<file path="config.mk">
export PLATFORM = sky130hd
export DESIGN_NAME = segment_decoder
export DESIGN_NICKNAME = d
export VERILOG_FILES = /design/src/rtl/segment_decoder.sv
export SDC_FILE = /design/constraint.sdc
export NUM_CORES = 1
export LEC_CHECK = 0
export BUFFER_PORTS_ARGS = -buffer_cell sky130_fd_sc_hd__buf_2
export CAP_MARGIN = 20
export CELL_PAD_IN_SITES_DETAIL_PLACEMENT = 1
export CELL_PAD_IN_SITES_GLOBAL_PLACEMENT = 2
export CORE_ASPECT_RATIO = 2
export CORE_MARGIN = 1.5
export CORE_UTILIZATION = 41
export CTS_CLUSTER_SIZE = 12
export DETAILED_ROUTE_END_ITERATION = 12
export GPL_ROUTABILITY_DRIVEN = 0
export HOLD_SLACK_MARGIN = 0.03
export PLACE_DENSITY_LB_ADDON = 0.1
export SLEW_MARGIN = 20
export SYNTH_ARGS = -nofsm -noshare
export SYNTH_HDL_FRONTEND = slang
export SYNTH_SLANG_ARGS = --single-unit
</file>
<file path="constraint.sdc">
create_clock -name clock -period 4.35 [get_ports clock]
set_clock_uncertainty 0.1 [all_clocks]
set_input_delay 0.435 -clock clock [delete_from_list [all_inputs] [get_ports clock]]
set_output_delay 0.435 -clock clock [all_outputs]
set_load 0.05 [all_outputs]
</file>
<file path="src/rtl/segment_decoder.sv">
// segment_decoder
//   Debounces and decodes an active-low seven-segment bus driven by an
//   external (asynchronous) display driver into a hex digit plus status.
//
//   Parameter
//     STABLE_CYCLES  synchronized cycles a pattern must stay unchanged
//                    before it is accepted (1..255)
//   Ports
//     clock          system clock, rising edge
//     reset          asynchronous active-high reset
//     seg_in[6:0]    active-low segments, bit0=a .. bit6=g
//     hex_out[3:0]   digit of the last accepted glyph
//     valid          last accepted pattern is a hex glyph
//     blank          last accepted pattern is all segments off
//     bad            last accepted pattern is neither glyph nor blank
//     change         one-cycle pulse when the accepted pattern differs
//                    from the previously accepted one
//     change_count   number of change pulses since reset (wraps)
//     err_count      (only with SEGMENT_DECODER_ERRCNT_EN defined)
//                    acceptances of bad patterns, saturating at 255
module segment_decoder #(
  parameter int unsigned STABLE_CYCLES = 4
) (
  input  logic       clock,
  input  logic       reset,
  input  logic [6:0] seg_in,
  output logic [3:0] hex_out,
  output logic       valid,
  output logic       blank,
  output logic       bad,
  output logic       change,
  output logic [7:0] change_count
`ifdef SEGMENT_DECODER_ERRCNT_EN
  ,
  output logic [7:0] err_count
`endif
);

  typedef enum logic [1:0] {
    IDLE,
    SETTLE,
    LOCKED
  } state_t;

  localparam logic [7:0] STABLE_MAX = 8'(STABLE_CYCLES);
  localparam logic [6:0] BLANK_PAT  = 7'b1111111;

  state_t     state;
  state_t     next_state;
  logic [6:0] s1;
  logic [6:0] s;
  logic [7:0] cnt;
  logic [6:0] last_pat;
  logic       s_changed;
  logic       accept;
  logic       glyph_hit;
  logic [3:0] glyph_hex;

  // s1 holds the value s takes on the next edge, so comparing the two
  // tells us whether s is about to change on this edge.
  assign s_changed = (s1 != s);

  always_ff @(posedge clock or posedge reset) begin
    if (reset) begin
      s1 <= '1;
      s  <= '1;
    end else begin
      s1 <= seg_in;
      s  <= s1;
    end
  end

  always_ff @(posedge clock or posedge reset) begin
    if (reset) begin
      cnt <= '0;
    end else if (s_changed) begin
      cnt <= '0;
    end else if (cnt != STABLE_MAX) begin
      cnt <= cnt + 8'd1;
    end
  end

  always_ff @(posedge clock or posedge reset) begin
    if (reset) state <= IDLE;
    else       state <= next_state;
  end

  // A change of s on the would-be acceptance edge takes priority and
  // restarts the settle window.
  always_comb begin
    next_state = state;
    accept     = 1'b0;
    unique case (state)
      IDLE, SETTLE: begin
        if (s_changed) begin
          next_state = SETTLE;
        end else if (cnt == STABLE_MAX) begin
          accept     = 1'b1;
          next_state = LOCKED;
        end
      end
      LOCKED: begin
        if (s_changed) next_state = SETTLE;
      end
      default: next_state = IDLE;
    endcase
  end

  always_comb begin
    glyph_hit = 1'b1;
    glyph_hex = '0;
    unique case (s)
      7'b1000000: glyph_hex = 4'h0;
      7'b1111001: glyph_hex = 4'h1;
      7'b0100100: glyph_hex = 4'h2;
      7'b0110000: glyph_hex = 4'h3;
      7'b0011001: glyph_hex = 4'h4;
      7'b0010010: glyph_hex = 4'h5;
      7'b0000010: glyph_hex = 4'h6;
      7'b1111000: glyph_hex = 4'h7;
      7'b0000000: glyph_hex = 4'h8;
      7'b0011000: glyph_hex = 4'h9;
      7'b0001000: glyph_hex = 4'hA;
      7'b0000011: glyph_hex = 4'hB;
      7'b1000110: glyph_hex = 4'hC;
      7'b0100001: glyph_hex = 4'hD;
      7'b0000110: glyph_hex = 4'hE;
      7'b0001110: glyph_hex = 4'hF;
      default:    glyph_hit = 1'b0;
    endcase
  end

  always_ff @(posedge clock or posedge reset) begin
    if (reset) begin
      hex_out      <= '0;
      valid        <= 1'b0;
      blank        <= 1'b1;
      bad          <= 1'b0;
      change       <= 1'b0;
      change_count <= '0;
      last_pat     <= BLANK_PAT;
    end else begin
      change <= 1'b0;
      if (accept) begin
        last_pat <= s;
        valid    <= glyph_hit;
        blank    <= (s == BLANK_PAT);
        bad      <= !glyph_hit && (s != BLANK_PAT);
        if (glyph_hit) hex_out <= glyph_hex;
        if (s != last_pat) begin
          change       <= 1'b1;
          change_count <= change_count + 8'd1;
        end
      end
    end
  end

`ifdef SEGMENT_DECODER_ERRCNT_EN
  always_ff @(posedge clock or posedge reset) begin
    if (reset) begin
      err_count <= '0;
    end else if (accept && !glyph_hit && (s != BLANK_PAT) && (err_count != 8'hFF)) begin
      err_count <= err_count + 8'd1;
    end
  end
`endif

endmodule

</file>
* Word level (Yosys, flattened, before mapping)
Cells that the tools add are included.
** Cells by class
- Add/subtract/negate cells :: 2
- Eq/ne operators :: 25
- Muxes and demuxes :: 13
- Reductions and logical operators :: 10
** Operators by type and width (number)
- $pmux 4 s15 :: 1
- $eq 7x7->1 const B :: 5
- $eq 7x5->1 const B :: 3
- $eq 7x6->1 const B :: 3
- $add 8x1->8 const B :: 2
- $mux 8 :: 2
- $reduce_or 16->1 :: 1
- $eq 7x2->1 const B :: 2
- $eq 7x4->1 const B :: 2
- $ne 7x7->1 :: 2
- $eq 8x3->1 const B :: 1
- $ne 8x3->1 const B :: 1
- $eq 7x3->1 const B :: 1
- $logic_not 7->1 :: 1
- $ne 7x7->1 const B :: 1
- $mux 1 :: 6
- $mux 2 :: 3
- $reduce_and 2->1 :: 3
- $pmux 2 s2 :: 1
- $ne 3x3->1 const B :: 1
- $eq 2x1->1 const B :: 1
- $eq 2x2->1 const B :: 1
- $logic_not 2->1 :: 1
- $ne 2x2->1 const B :: 1
- other kinds (4) :: 4
** Word-level totals
- Register bits after elaboration :: 47
- Output and inout bits :: 16

* Longest topological paths before layout
- Word-level depth :: 5
- Mapped depth :: 8

* Worst setup path after synthesis
Ideal clock, no wire load.
- Path kind :: register to register
- Start point :: reg cnt[0]
- End point :: reg change_count[1]
- Setup time :: 0.128 ns
- Arrival :: 1.869 ns
- Slack :: 2.253 ns
- Cell stages (with the launch flop) :: 8
- Path buffers :: 0
- Cells stage by stage :: dfrtp_1 > inv_1 > ha_1 > nor4bb_1 > and3b_1 > nand3_2 > nor2_2 > mux2_1
** Between the ends
- Cells in the longest elaborated chain, start to end :: 5
** Ends and longest elaborated chain
- start, declared :: line 52 : logic [7:0] cnt;
- start signal, assigned :: line 79 : cnt <= cnt + 8'd1;
- $eq 8x3->1 :: line 97 : end else if (cnt == STABLE_MAX) begin
- $mux 1 :: line 97
- $mux 1 :: line 95 : if (s_changed) begin
- $mux 1 :: line 93 : unique case (state)
- $reduce_and 2->1 (no line)
- end signal, assigned :: line 152 : change_count <= change_count + 8'd1;
- end, declared :: line 32 : output logic [7:0] change_count
No other way between the ends.
A chain may end at the register's enable or synchronous reset.

* Final worst setup path
Ends and elaborated chain as after synthesis.

==> summary.txt <==
Outcome
  – Status: completed

Clock tree
  – Total setup buffers inserted after CTS: 0
  – Clock tree sinks: 47
  – Clock tree buffer depth: 2
  – Clock Root Buffer: clkbuf_16
  – Clock Latency Late Sink: 290 ps
  – CTS Hold Bufs: 0
  – PostCTS Resize Cnt: 0
  – H-tree levels: 2
  – Number of buffers created by CTS: 5
  – CTS tree: done
  – CTS clk-pin slew, worst paths: 60 ps

Synthesis
  – Yosys warnings: 0
  – Top cells by area, synth: dfrtp_1 (26%), dfstp_2 (24%), xor2_1 (6.9%)
  – Commonest cells post-synth: nand2_1 (35), dfrtp_1 (25), dfstp_2 (22)
  – Post-synthesis sequential area ratio: 0.4987
  – Post-synth top area share: 0.2592
  – Largest family of logic cells by synthesized area: simple AND/OR/NAND/NOR gates
  – Most frequent cell after synthesis: nand2_1
  – Cell taking the most area after synthesis: dfrtp_1
  – Synth Area in Compound Gates: 0.09642
  – Number of synthesized flops with an enable pin: 0
  – Xor and xnor area share after synthesis: 0.1052
  – Library cells used by synthesis: 53
  – Async SR Flop Fraction: 1.000
  – Yosys reg bits: 47
  – Mux cell area share after synthesis: 0.01970
  – Prevailing post-synth register cell: dfrtp_1
  – Synth Area in Adders: 0.01555
  – Synth Area in Simple Gates: 0.2240
  – Syn Inst Count: 226
  – Synthesized net count: 238
  – Mapped Avg Cell Area: 10.68 um2
  – Syn Std Cell Area: 0.002414 mm2

Flow run
  – Max Cap Viol: 0

Pwr
  – Max VDD drop: 253.2 uV
  – Leak pwr: 0.001204 uW
  – Logic gate share of total power: 0.056
  – Psw: 201.8 uW
  – Power Density: 328.0 mW/mm2
  – Reg power frac: 0.530
  – Sw frac: 0.2279
  – Tot Pwr: 885.7 uW
  – Clock power share: 0.414
  – P_int: 683.9 uW

Floorplanning
  – Die H: 111.5 um
  – FP Rows: 39
  – Starting Density: 0.4227
  – Core area: 0.005709 mm2
  – I/O pins: 25
  – Die X-Extent: 57.25 um
  – Die area: 0.006384 mm2

STA
  – Slew Limit Fails: 0
  – Fin crit period: 2589 ps
  – Fmax: 386.3 MHz
  – RSZ-0062 raised after global routing: false
  – Tcrit/Tclk final: 0.5951
  – Setup violations, final: 0
  – Worst-Margin Slew: 500.8 ps
  – Rel. slew slack: 0.6636
  – Worst Slack Setup Final: 1761 ps
  – Hold Violations, Final: 0
  – Setup TNS: 0 ps

Routing
  – WL per Instance: 17.63 um
  – Residual DRC: 0
  – Final antenna-violating net count: 0
  – 1st-iter DRT viols: 98
  – Total number of vias: 1695
  – Total wire length: 5.430 mm
  – Via/cell ratio: 5.503
  – First drt pass iteration count: 4

GRT
  – First-pass GRT wire length: 9.308 mm
  – Grt met3 use: 0.02904
  – GRT met1 Usage: 0.2083
  – Antenna violations before repair: 0
  – Total GRT Usage: 0.1920
  – Largest net degree at the start of global routing: 48
  – Vias in the first global route: 1870
  – Total congestion overflow: 0
  – Top Usage Layer GRT: met2
  – Met2 Usage GRT: 0.3563

Finish
  – Final nets: 258
  – ANT cells: 0
  – Design area: 0.002700 mm2
  – Share of layout cells above drive strength 1: 0.2753
  – Fin util: 0.4729
  – # fillers: 638
  – Area Overhead vs Synth: 11.87%

Worst setup path
  – Worst-path fanout max: 16
  – Critical path buffer and inverter count: 1
  – WP data required: 4420 ps
  – Nature of the critical path endpoint: flop
  – Worst setup path class: reg -> reg
  – R2R setup slack: 1760 ps
  – Slowest stage delay, CP: 460 ps
  – Crit path DAT: 2660 ps
  – Delay-heaviest family, CP: simple AND/OR/NAND/NOR gates
  – Max stage delay cell, worst path: nor4bb_1
  – Crit path cell chain: inv_1 -> ha_1 -> nor4bb_1 -> and3b_1 -> nand3_2 -> nor2_2 -> mux2_1
  – Critical Path Start Type: flop

Placed design
  – Pre-CTS setup slack: 1800 ps
  – Placed instance area: 0.002535 mm2
  – Port bufs: 24
  – DP HPWL: 3.774 mm

Hold path
  – Hold WC Path Type: in -> async
## cells by family after synthesis
family / Yosys count
AND/OR/NAND/NOR: 97
flip-flops: 47
XOR/XNOR: 29
AO/OA/AOI/OAI: 28
buffers and inverters: 18
multiplexers: 4
adder cells (fa/ha/maj): 3
## area by class of cell
cell class                      count  area, um2  share of cell area
Sequential cell                    47       1204              0.4458
Multi-Input combinational cell    161       1112              0.4120
Timing Repair Buffer               25      147.6             0.05468
Clock buffer                        7      132.6             0.04912
Tap cell                           61      76.32             0.02827
Inverter                            6      22.52            0.008341
Clock inverter                      1      5.005            0.001854
## per-layer routing
layer  vias up  share of wire
met2        14           0.59
met3         7          0.015
li1        817              -
met4         0          0.020
met1       857           0.38
met5         -              0
## power by group through the flow
stage / clock network (uW) / registers, uW / logic (uW)
after CTS: 377 / 470 / 48.0
after floorplan: 0 / 461 / 49.5
after global placement: 0 / 476 / 47.0
after global routing: 395 / 472 / 55.3
after detailed placement: 0 / 477 / 47.7
final: 367 / 470 / 49.3
## final timing paths
| check | start | end | depth (start not counted) |
|---|---|---|---|
| worst max-delay path | cnt[0]$_DFFE_PP0P_ | change_count[1]$_DFFE_PP0P_ | 7 |
| worst min-delay path | reset | change_count[1]$_DFFE_PP0P_ | 2 |
| worst max register to register | cnt[0]$_DFFE_PP0P_ | change_count[1]$_DFFE_PP0P_ | 7 |
| worst min register to register | s1[6]$_DFF_PP1_ | s[6]$_DFF_PP1_ | 0 |
| max in group asynchronous | reset | s1[1]$_DFF_PP1_ | 3 |
| min in group clock | seg_in[0] | s1[0]$_DFF_PP1_ | 1 |
## per-stage QoR
stage,hold WS [ps],std cells
final,71.24,308
after floorplan,259.8,226
after global routing,112.7,308
after CTS,135.3,307
after detailed placement,264.5,299
after global placement,265.7,299
## worst reg2reg max path: cells and delay by family, from the launching register on
family,cells,cell delay [ps]
AND/OR/NAND/NOR,4,1380
flip-flops,1,410
multiplexers,1,350
adder cells (fa/ha/maj),1,140
buffers and inverters,1,100
## sequential cells by signal (all words and copies together) (netlist names), 2 cells and up
name	cells
cnt	8
change_count	8
state	2
s	7
hex_out	4
s1	7
last_pat	7
## placed cells by master (no fill, tap or decap), drive strengths merged, types with 6 or more instances in the layout
cell type  netlist  layout
nor3             7       7
xor2            19      19
buf             11      25
clkbuf           1       7
dfrtp           25      25
nand3            8       8
dfstp           22      22
nand2           35      35
a21oi            6       6
xnor2           10      10
inv              6       6
nor2            18      18
(Power assumes the default switching activity.)
